==> src/rtl/core_pmp_pkg.sv <==
// Shared PMP definitions: CSR bases, pmpcfg field encodings and the loader state enum.
`timescale 1ns/1ps
package core_pmp_pkg;

  localparam logic [11:0] PMPCFG_BASE  = 12'h3A0;
  localparam logic [11:0] PMPADDR_BASE = 12'h3B0;

  localparam logic [1:0] A_OFF   = 2'd0;
  localparam logic [1:0] A_TOR   = 2'd1;
  localparam logic [1:0] A_NA4   = 2'd2;
  localparam logic [1:0] A_NAPOT = 2'd3;

  localparam int CFG_L    = 7;
  localparam int CFG_A_HI = 4;
  localparam int CFG_A_LO = 3;
  localparam int CFG_X    = 2;
  localparam int CFG_W    = 1;
  localparam int CFG_R    = 0;

  typedef enum logic [2:0] {
    LD_IDLE, LD_WADDR, LD_CLRCFG, LD_SETCFG, LD_VADDR, LD_VCFG, LD_FIN
  } ld_state_e;

  // RV64 packs eight cfg bytes per even-numbered pmpcfg CSR.
  function automatic logic [11:0] cfg_csr(input logic [3:0] idx);
    return PMPCFG_BASE + 12'({idx[3], 1'b0});
  endfunction

endpackage

==> src/rtl/core_pmp_loader_if.sv <==
// CSR access bus borrowed from the CSR unit via request/grant.
`timescale 1ns/1ps
interface core_pmp_loader_if;
  logic        bus_req;
  logic        bus_gnt;
  logic        csr_en;
  logic        csr_wr;
  logic        csr_wr_set;
  logic        csr_wr_clr;
  logic [11:0] csr_addr;
  logic [63:0] csr_wdata;
  logic [63:0] csr_rdata;
  logic        csr_error;

  modport master (
    output bus_req, csr_en, csr_wr, csr_wr_set, csr_wr_clr, csr_addr, csr_wdata,
    input  bus_gnt, csr_rdata, csr_error
  );
  modport slave (
    input  bus_req, csr_en, csr_wr, csr_wr_set, csr_wr_clr, csr_addr, csr_wdata,
    output bus_gnt, csr_rdata, csr_error
  );
endinterface

==> src/rtl/core_pmp_loader.sv <==
// Boot-time PMP sequencer: per region writes pmpaddr, clears+sets the cfg byte,
// then reads both back; first readback mismatch aborts the run with err.
`timescale 1ns/1ps
module core_pmp_loader
  import core_pmp_pkg::*;
#(
  parameter int ADDR_WIDTH  = 56,
  parameter int NUM_REGIONS = 8
) (
  input  logic                  g_clk,
  input  logic                  g_resetn,
  input  logic                  start,
  input  logic [4:0]            num_regions,
  output logic [3:0]            tbl_idx,
  input  logic [ADDR_WIDTH-1:0] tbl_addr,
  input  logic [7:0]            tbl_cfg,
  core_pmp_loader_if.master     bus,
  output logic                  busy,
  output logic                  done,
  output logic                  err,
  output logic [3:0]            err_region
);

  ld_state_e   state_q, state_d;
  logic [3:0]  idx_q, idx_d;
  logic [4:0]  cnt_q, cnt_d;
  logic        err_q, err_d;
  logic [3:0]  err_region_q, err_region_d;

  logic [4:0]  cnt_clamped;
  logic [63:0] addr_ext;
  logic [5:0]  sh;
  logic [11:0] addr_csr, cfg_addr;
  logic [7:0]  rd_byte;
  logic        gnt;
  logic        unused_csr_error;

  assign unused_csr_error = bus.csr_error;
  assign gnt         = bus.bus_gnt;
  assign cnt_clamped = (num_regions > 5'(NUM_REGIONS)) ? 5'(NUM_REGIONS) : num_regions;
  assign addr_ext    = 64'(tbl_addr);
  assign sh          = {idx_q[2:0], 3'b000};
  assign addr_csr    = PMPADDR_BASE + 12'(idx_q);
  assign cfg_addr    = cfg_csr(idx_q);
  assign rd_byte     = 8'(bus.csr_rdata >> sh);

  always_ff @(posedge g_clk or negedge g_resetn) begin
    if (!g_resetn) begin
      state_q      <= LD_IDLE;
      idx_q        <= '0;
      cnt_q        <= '0;
      err_q        <= 1'b0;
      err_region_q <= '0;
    end else begin
      state_q      <= state_d;
      idx_q        <= idx_d;
      cnt_q        <= cnt_d;
      err_q        <= err_d;
      err_region_q <= err_region_d;
    end
  end

  always_comb begin
    state_d        = state_q;
    idx_d          = idx_q;
    cnt_d          = cnt_q;
    err_d          = err_q;
    err_region_d   = err_region_q;
    bus.bus_req    = 1'b0;
    bus.csr_en     = 1'b0;
    bus.csr_wr     = 1'b0;
    bus.csr_wr_set = 1'b0;
    bus.csr_wr_clr = 1'b0;
    bus.csr_addr   = '0;
    bus.csr_wdata  = '0;
    done           = 1'b0;
    // Every bus state stalls in place until granted.
    if (state_q != LD_IDLE && state_q != LD_FIN) begin
      bus.bus_req = 1'b1;
      bus.csr_en  = gnt;
    end
    case (state_q)
      LD_IDLE: if (start) begin
        err_d        = 1'b0;
        err_region_d = '0;
        idx_d        = '0;
        cnt_d        = cnt_clamped;
        state_d      = (cnt_clamped == 5'd0) ? LD_FIN : LD_WADDR;
      end
      LD_WADDR: begin
        bus.csr_addr  = addr_csr;
        bus.csr_wdata = addr_ext;
        bus.csr_wr    = gnt;
        if (gnt) state_d = LD_CLRCFG;
      end
      LD_CLRCFG: begin
        bus.csr_addr   = cfg_addr;
        bus.csr_wdata  = 64'hFF << sh;
        bus.csr_wr_clr = gnt;
        if (gnt) state_d = LD_SETCFG;
      end
      LD_SETCFG: begin
        bus.csr_addr   = cfg_addr;
        bus.csr_wdata  = 64'(tbl_cfg) << sh;
        bus.csr_wr_set = gnt;
        if (gnt) state_d = LD_VADDR;
      end
      LD_VADDR: begin
        bus.csr_addr = addr_csr;
        if (gnt) begin
          if (bus.csr_rdata != addr_ext) begin
            err_d        = 1'b1;
            err_region_d = idx_q;
            state_d      = LD_FIN;
          end else begin
            state_d = LD_VCFG;
          end
        end
      end
      LD_VCFG: begin
        bus.csr_addr = cfg_addr;
        if (gnt) begin
          if (rd_byte != tbl_cfg) begin
            err_d        = 1'b1;
            err_region_d = idx_q;
            state_d      = LD_FIN;
          end else if (5'(idx_q) + 5'd1 < cnt_q) begin
            idx_d   = idx_q + 4'd1;
            state_d = LD_WADDR;
          end else begin
            state_d = LD_FIN;
          end
        end
      end
      LD_FIN: begin
        done    = 1'b1;
        state_d = LD_IDLE;
      end
      default: state_d = LD_IDLE;
    endcase
  end

  assign busy       = (state_q != LD_IDLE);
  assign tbl_idx    = idx_q;
  assign err        = err_q;
  assign err_region = err_region_q;

endmodule
==> src/flat_wrapper.sv <==
// flat-port wrapper written by rule: the top's interface ports become plain ports
module core_pmp_loader_flat import core_pmp_pkg::*;
#(
  parameter int ADDR_WIDTH  = 56,
  parameter int NUM_REGIONS = 8
)
  (g_clk, g_resetn, start, num_regions, tbl_idx, tbl_addr, tbl_cfg, busy, done, err, err_region, bus_bus_req, bus_csr_en, bus_csr_wr, bus_csr_wr_set, bus_csr_wr_clr, bus_csr_addr, bus_csr_wdata, bus_bus_gnt, bus_csr_rdata, bus_csr_error);
  core_pmp_loader_if bus_i ();
  input  logic g_clk;
  input  logic g_resetn;
  input  logic start;
  input  logic [4:0] num_regions;
  output logic [3:0] tbl_idx;
  input  logic [ADDR_WIDTH-1:0] tbl_addr;
  input  logic [7:0] tbl_cfg;
  output logic busy;
  output logic done;
  output logic err;
  output logic [3:0] err_region;
  output wire logic [$bits(bus_i.bus_req)-1:0] bus_bus_req;
  output wire logic [$bits(bus_i.csr_en)-1:0] bus_csr_en;
  output wire logic [$bits(bus_i.csr_wr)-1:0] bus_csr_wr;
  output wire logic [$bits(bus_i.csr_wr_set)-1:0] bus_csr_wr_set;
  output wire logic [$bits(bus_i.csr_wr_clr)-1:0] bus_csr_wr_clr;
  output wire logic [$bits(bus_i.csr_addr)-1:0] bus_csr_addr;
  output wire logic [$bits(bus_i.csr_wdata)-1:0] bus_csr_wdata;
  input wire logic [$bits(bus_i.bus_gnt)-1:0] bus_bus_gnt;
  input wire logic [$bits(bus_i.csr_rdata)-1:0] bus_csr_rdata;
  input wire logic [$bits(bus_i.csr_error)-1:0] bus_csr_error;
  assign bus_bus_req = bus_i.bus_req;
  assign bus_csr_en = bus_i.csr_en;
  assign bus_csr_wr = bus_i.csr_wr;
  assign bus_csr_wr_set = bus_i.csr_wr_set;
  assign bus_csr_wr_clr = bus_i.csr_wr_clr;
  assign bus_csr_addr = bus_i.csr_addr;
  assign bus_csr_wdata = bus_i.csr_wdata;
  assign bus_i.bus_gnt = bus_bus_gnt;
  assign bus_i.csr_rdata = bus_csr_rdata;
  assign bus_i.csr_error = bus_csr_error;
  core_pmp_loader #(.ADDR_WIDTH(ADDR_WIDTH), .NUM_REGIONS(NUM_REGIONS)) u_core (.g_clk(g_clk), .g_resetn(g_resetn), .start(start), .num_regions(num_regions), .tbl_idx(tbl_idx), .tbl_addr(tbl_addr), .tbl_cfg(tbl_cfg), .bus(bus_i), .busy(busy), .done(done), .err(err), .err_region(err_region));
endmodule
==> config.mk <==
export PLATFORM = sky130hd
export DESIGN_NAME = core_pmp_loader_flat
export DESIGN_NICKNAME = d
export VERILOG_FILES = /design/src/rtl/core_pmp_pkg.sv /design/src/rtl/core_pmp_loader_if.sv /design/src/rtl/core_pmp_loader.sv /design/src/flat_wrapper.sv
export SDC_FILE = /design/constraint.sdc
export NUM_CORES = 1
export LEC_CHECK = 0
export CORE_MARGIN = 3
export CORE_UTILIZATION = 35
export DETAILED_ROUTE_END_ITERATION = 10
export PLACE_DENSITY_LB_ADDON = 0.12
export SLEW_MARGIN = 10
export SYNTH_ARGS = -nofsm -noshare
export SYNTH_HDL_FRONTEND = slang
export SYNTH_SLANG_ARGS = --single-unit
==> constraint.sdc <==
create_clock -name g_clk -period 3.55 [get_ports g_clk]
set_input_delay 0.355 -clock g_clk [delete_from_list [all_inputs] [get_ports g_clk]]
set_output_delay 0.355 -clock g_clk [all_outputs]
set_load 0.05 [all_outputs]
## After elaboration in Yosys (flattened, before gate mapping)

Index checks and enable logic that the tools add are counted.

- Register bits: 17
- Bits of input ports: 138
- Logic and storage cells: 81

- $add $sub $neg: 4
- Magnitude comparators: 2
- Equality and inequality tests: 19
- Shifts and indexed selects: 3
- Muxes and demuxes: 36
- Reductions and logical operators: 12

Operators by type and width:

| kind | count |
|---|---|
| 64-bit case mux with 3 select lines | 1 |
| 64-bit by 56-bit != test with 1-bit output | 1 |
| 8-bit by 6-bit << shifter with 64-bit output | 1 |
| 8-bit by 6-bit << shifter with 64-bit output (first input constant) | 1 |
| 64-bit by 6-bit right shift with 8-bit output | 1 |
| 4-bit 2-to-1 mux | 8 |
| 3-bit 2-to-1 mux | 9 |
| 12-bit case mux with 2 select lines | 1 |
| 3-bit case mux with 6 select lines | 1 |
| 2-bit != test (second input constant) | 7 |
| 4-bit case mux with 3 select lines | 1 |
| 6-bit AND reduction | 2 |
| 10-bit by 2-bit adder with 11-bit output (first input constant) | 1 |
| 10-bit by 4-bit adder with 11-bit output (first input constant) | 1 |
| 1-bit 2-to-1 mux | 11 |
| 3-bit == test (second input constant) | 3 |
| 8-bit != test | 1 |
| 4-bit case mux with 2 select lines | 1 |
| 3-bit by 2-bit == test with 1-bit output (second input constant) | 2 |
| 2-bit by 1-bit != test with 1-bit output (second input constant) | 3 |
| 3-bit nonzero test | 2 |
| 4-bit by 1-bit adder with 5-bit output (second input constant) | 1 |
| 5-bit by 4-bit > comparator with 1-bit output (second input constant) | 1 |
| 5-bit zero test | 1 |
| other kinds (14) | 14 |

## Depth between registers and ports, before layout

- Depth in word-level cells: 6
- Depth in mapped cells: 12

## Least setup slack after synthesis

No wires, ideal clock.

- Path type: reg-to-output
- From: register u_core.idx_q[1], in the netlist u_core.tbl_idx[1]
- To: output port bus_csr_wdata[48]
- Arrival: 2.913 ns
- Required time: 3.195 ns
- Setup slack: 0.282 ns
- Cell stages (with the launch flop): 6
- Path buffers: 3
- Path through: dfrtp_1 buf_4 buf_1 clkbuf_1 nand3_1 o21ai_0

- Word-level cells in the longest chain between the ends: 2
- Elaborated cells between the ends (all ways): 3

Ends and longest elaborated chain:

| item | line | source |
|---|---|---|
| from (decl) | core_pmp_loader.sv:25 | `logic [3:0] idx_q, idx_d;` |
| from (signal assigned) | core_pmp_loader.sv:56 | `idx_q <= idx_d;` |
| 8-bit by 6-bit << shifter with 64-bit output (on tied branches) | core_pmp_loader.sv:104, core_pmp_loader.sv:98 |  |
| 64-bit case mux with 3 select lines (*) | core_pmp_loader.sv:82 | `case (state_q)` |
| to (decl) | flat_wrapper.sv:26 | `output wire logic [$bits(bus_i.csr_wdata)-1:0] bus_csr_wdata;` |

Every way passes the cells marked *; elsewhere a longest branch is shown, timed or not.

## Worst setup path in the final report

- From: register u_core.idx_q[1], in the netlist u_core.tbl_idx[1]
- To: output port bus_csr_wdata[34]

Same word-level chain as after synthesis.

==> results.sh <==
export IMPL_vias_per_cell=5.63
export IMPL_fin_skew_ps=4.72
export IMPL_netlist_top_cells_area="xnor2_1 (17%), dfrtp_1 (14%), nand2_1 (12%)"
export IMPL_htree_levels=1
export IMPL_crit_path_max_fanout=13
export IMPL_total_leakage_power_uw=0.00206
export IMPL_totalWireLength_mm=15.9
export IMPL_cts_resized=0
export IMPL_portBuffers=225
export IMPL_synth_ff_type="dfrtp_1"
export IMPL_dpl_worst_slack_ps=315
export IMPL_critPathMaxStageDelay_ps=850
export IMPL_yosysUniqueCellTypes=46
export IMPL_vias=4292
export IMPL_synth_most_common_cell="nand2_1"
export IMPL_postCtsHoldBufs=0
export IMPL_cts_tree="built"
export IMPL_routedWlPerCell_um=20.9
export IMPL_slew_limit_headroom=0.460
export IMPL_antennaDiodeCount=0
export IMPL_crit_chain="buf_4 -> nor3_1 -> nand2_1 -> o21ai_0 -> clkdlybuf4s50_1"
export IMPL_min_path_type="reg2reg"
export IMPL_nNetsFinal=802
export IMPL_holdWs_ps=480
export IMPL_clk_latency_ps=260
export IMPL_clk_path_buf_depth=2
export IMPL_dieArea_um2=9860
export IMPL_setup_slack_ps=145
export IMPL_dr_pass1_iters=5
export IMPL_final_hold_viol_count=0
export IMPL_area_growth_pct=76.8
export IMPL_grt_overflow_total=0
export IMPL_post_cts_buffers=0
export IMPL_dp_final_hpwl_mm=13.1
export IMPL_numCtsBuffers=3
export IMPL_grt_pass1_vias=4118
export IMPL_stdcell_area_um2=5390
export IMPL_min_period_ps=3400
export IMPL_coreArea_um2=8340
export IMPL_netlist_area_um2=3050
export IMPL_pin_count=230
export IMPL_finalSetupViolCount=0
export IMPL_ant_nets=0
export IMPL_yosysTopAreaCellShare=0.170
export IMPL_crit_family="buffers and inverters"
export IMPL_ys_ff_latch=17
export IMPL_placed_cell_area_um2=5340
export IMPL_drc=0
export IMPL_synth_area_per_cell_um2=6.94
export IMPL_report_final_slew_viol_count=0
export IMPL_drv_cap=0
export IMPL_synth_area_leader_cell="xnor2_1"
export IMPL_clkSinkCount=17
export IMPL_slowest_stage="clkdlybuf4s50_1"
export IMPL_clockRootBuffer="clkbuf_8"
export IMPL_placement_rows=33
export IMPL_drt_iter0_drc=309
export IMPL_crit_required_ps=3190
export IMPL_gp_congestion=0.937
export IMPL_start_kind="flip-flop"
export IMPL_worst_pin_slew_ps=808
export IMPL_ys_warnings_count=0
export IMPL_track_usage=0.310
export IMPL_synth_common_cells="nand2_1 (95), o21ai_0 (71), xnor2_1 (59), nor2_1 (30), dfrtp_1 (17)"
export IMPL_fin_tns_setup_ps=0
export IMPL_crit_path_end_kind="output pin"
export IMPL_path_clk_slew_ps=70
export IMPL_status="complete, no violations"
export IMPL_total_power_uw=3490
export IMPL_synthCells=439
export IMPL_drive_gt1_frac=0.125
export IMPL_cp_num_buf_inv=2
export IMPL_die_height_um=99.3
export IMPL_power_per_cell_area_nw_per_um2=647
export IMPL_fp_dieW_um=99.3
export IMPL_ir_drop_mv=0.414
export IMPL_grt_max_degree=41
export IMPL_yosysSeqAreaShare=0.140
export IMPL_cp_arrival_ps=3050
export IMPL_start_util=0.365
export IMPL_max_freq_mhz=294
export IMPL_fin_crit_sh=0.959
export IMPL_grt_pass1_wl_mm=23.6
export IMPL_critPathKind="reg2out"
export IMPL_synthArstFlopShare=1.00
export IMPL_synth_edf_count=0
export IMPL_antenna_found_initial=0
export IMPL_rsz0062_at_grt="no"
export IMPL_rrSetupSlack_ps=270
-- stage by stage --
step / instances / util
after floorplan: 441 / -
after global routing: 763 / 0.646
after detailed placement: 759 / 0.641
after global placement: 759 / 0.641
after CTS: 763 / 0.646
final: 763 / 0.646
-- layout make-up --
type | instances | area (µm²)
tap | 105 | 131
inverter | 12 | 45.0
clock buffer | 4 | 45.0
sequential | 17 | 425
multi-input combinational | 384 | 2450
timing repair buffer | 241 | 2290
fill | 749 | 2950
-- worst paths after layout --
kind,cells past startpoint,endpoint,from
min in group asynchronous,1,u_core.state_q[1],g_resetn
max,5,bus_csr_wdata[34],u_core.tbl_idx[1]
max in group asynchronous,1,u_core.err_region[2],g_resetn
min reg2reg,1,u_core.err,u_core.err
max reg2reg,8,u_core.tbl_idx[3],u_core.tbl_idx[1]
min,1,u_core.err,u_core.err
-- worst register-to-register path: stages (launching register included) --
cell and delay (ps):
dfrtp_1 740, mux4_2 610, nand2_1 100, a21oi_1 70, or4_4 520, nor4_4 390, and2_2 270, nand3_2 130
mux2_4 340
-- registers in the layout, indices dropped and copies added, names as in the netlist --
name and cells:
u_core.tbl_idx 4, u_core.state_q 3, u_core.err_region 4, u_core.err 1
u_core.cnt_q 5
-- cell families (layout without fill, tap and decap cells) --
kind of cell | Yosys count | after routing | synth area share
AND/OR/NAND/NOR | 184 | 184 | 0.277
AO/OA/AOI/OAI | 103 | 103 | 0.184
XOR/XNOR | 63 | 63 | 0.181
buffers and inverters | 40 | 257 | 0.0591
multiplexers | 26 | 26 | 0.137
flip-flops | 17 | 17 | 0.140
adder cells (fa/ha/maj) | 5 | 5 | 0.0205
other | 1 | 3 | 0.00123
-- routing by layer --
metal | track usage | vias to the layer above | part of all wire
met2 | 0.522 | 269 | 0.47
met1 | 0.398 | 2011 | 0.40
met3 | 0.0687 | 40 | 0.099
li1 | - | 1972 | -
met5 | 0 | - | 0
met4 | 0.0861 | 0 | 0.032
-- placed cells by master, fill, tap and decap left out, types with 2 or more instances in the layout --
cell type and instances:
clkdlybuf4s50_1 181, nand2_1 95, o21ai_0 71, xnor2_1 59, buf_4 58, nor2_1 30, dfrtp_1 17, nand4_1 16
a21oi_1 15, inv_1 12, mux2i_1 12, mux4_2 12, nor3_1 10, nor4_1 7, nand3_1 6, and3_1 5
ha_1 5, nor2b_1 4, xor2_1 4, and2_1 3, a22oi_1 3, conb_1 3, clkbuf_8 3, a21o_1 2
buf_12 2
-- power by group --
part	leakage, µW	total [µW]	internal (µW)	switching (µW)
combinational	0.00181	3040	1020	2030
sequential	0.000226	292	255	36.6
clock	0.0000228	151	79.9	71.2
Note: power is estimated with default switching activity, not from simulation.
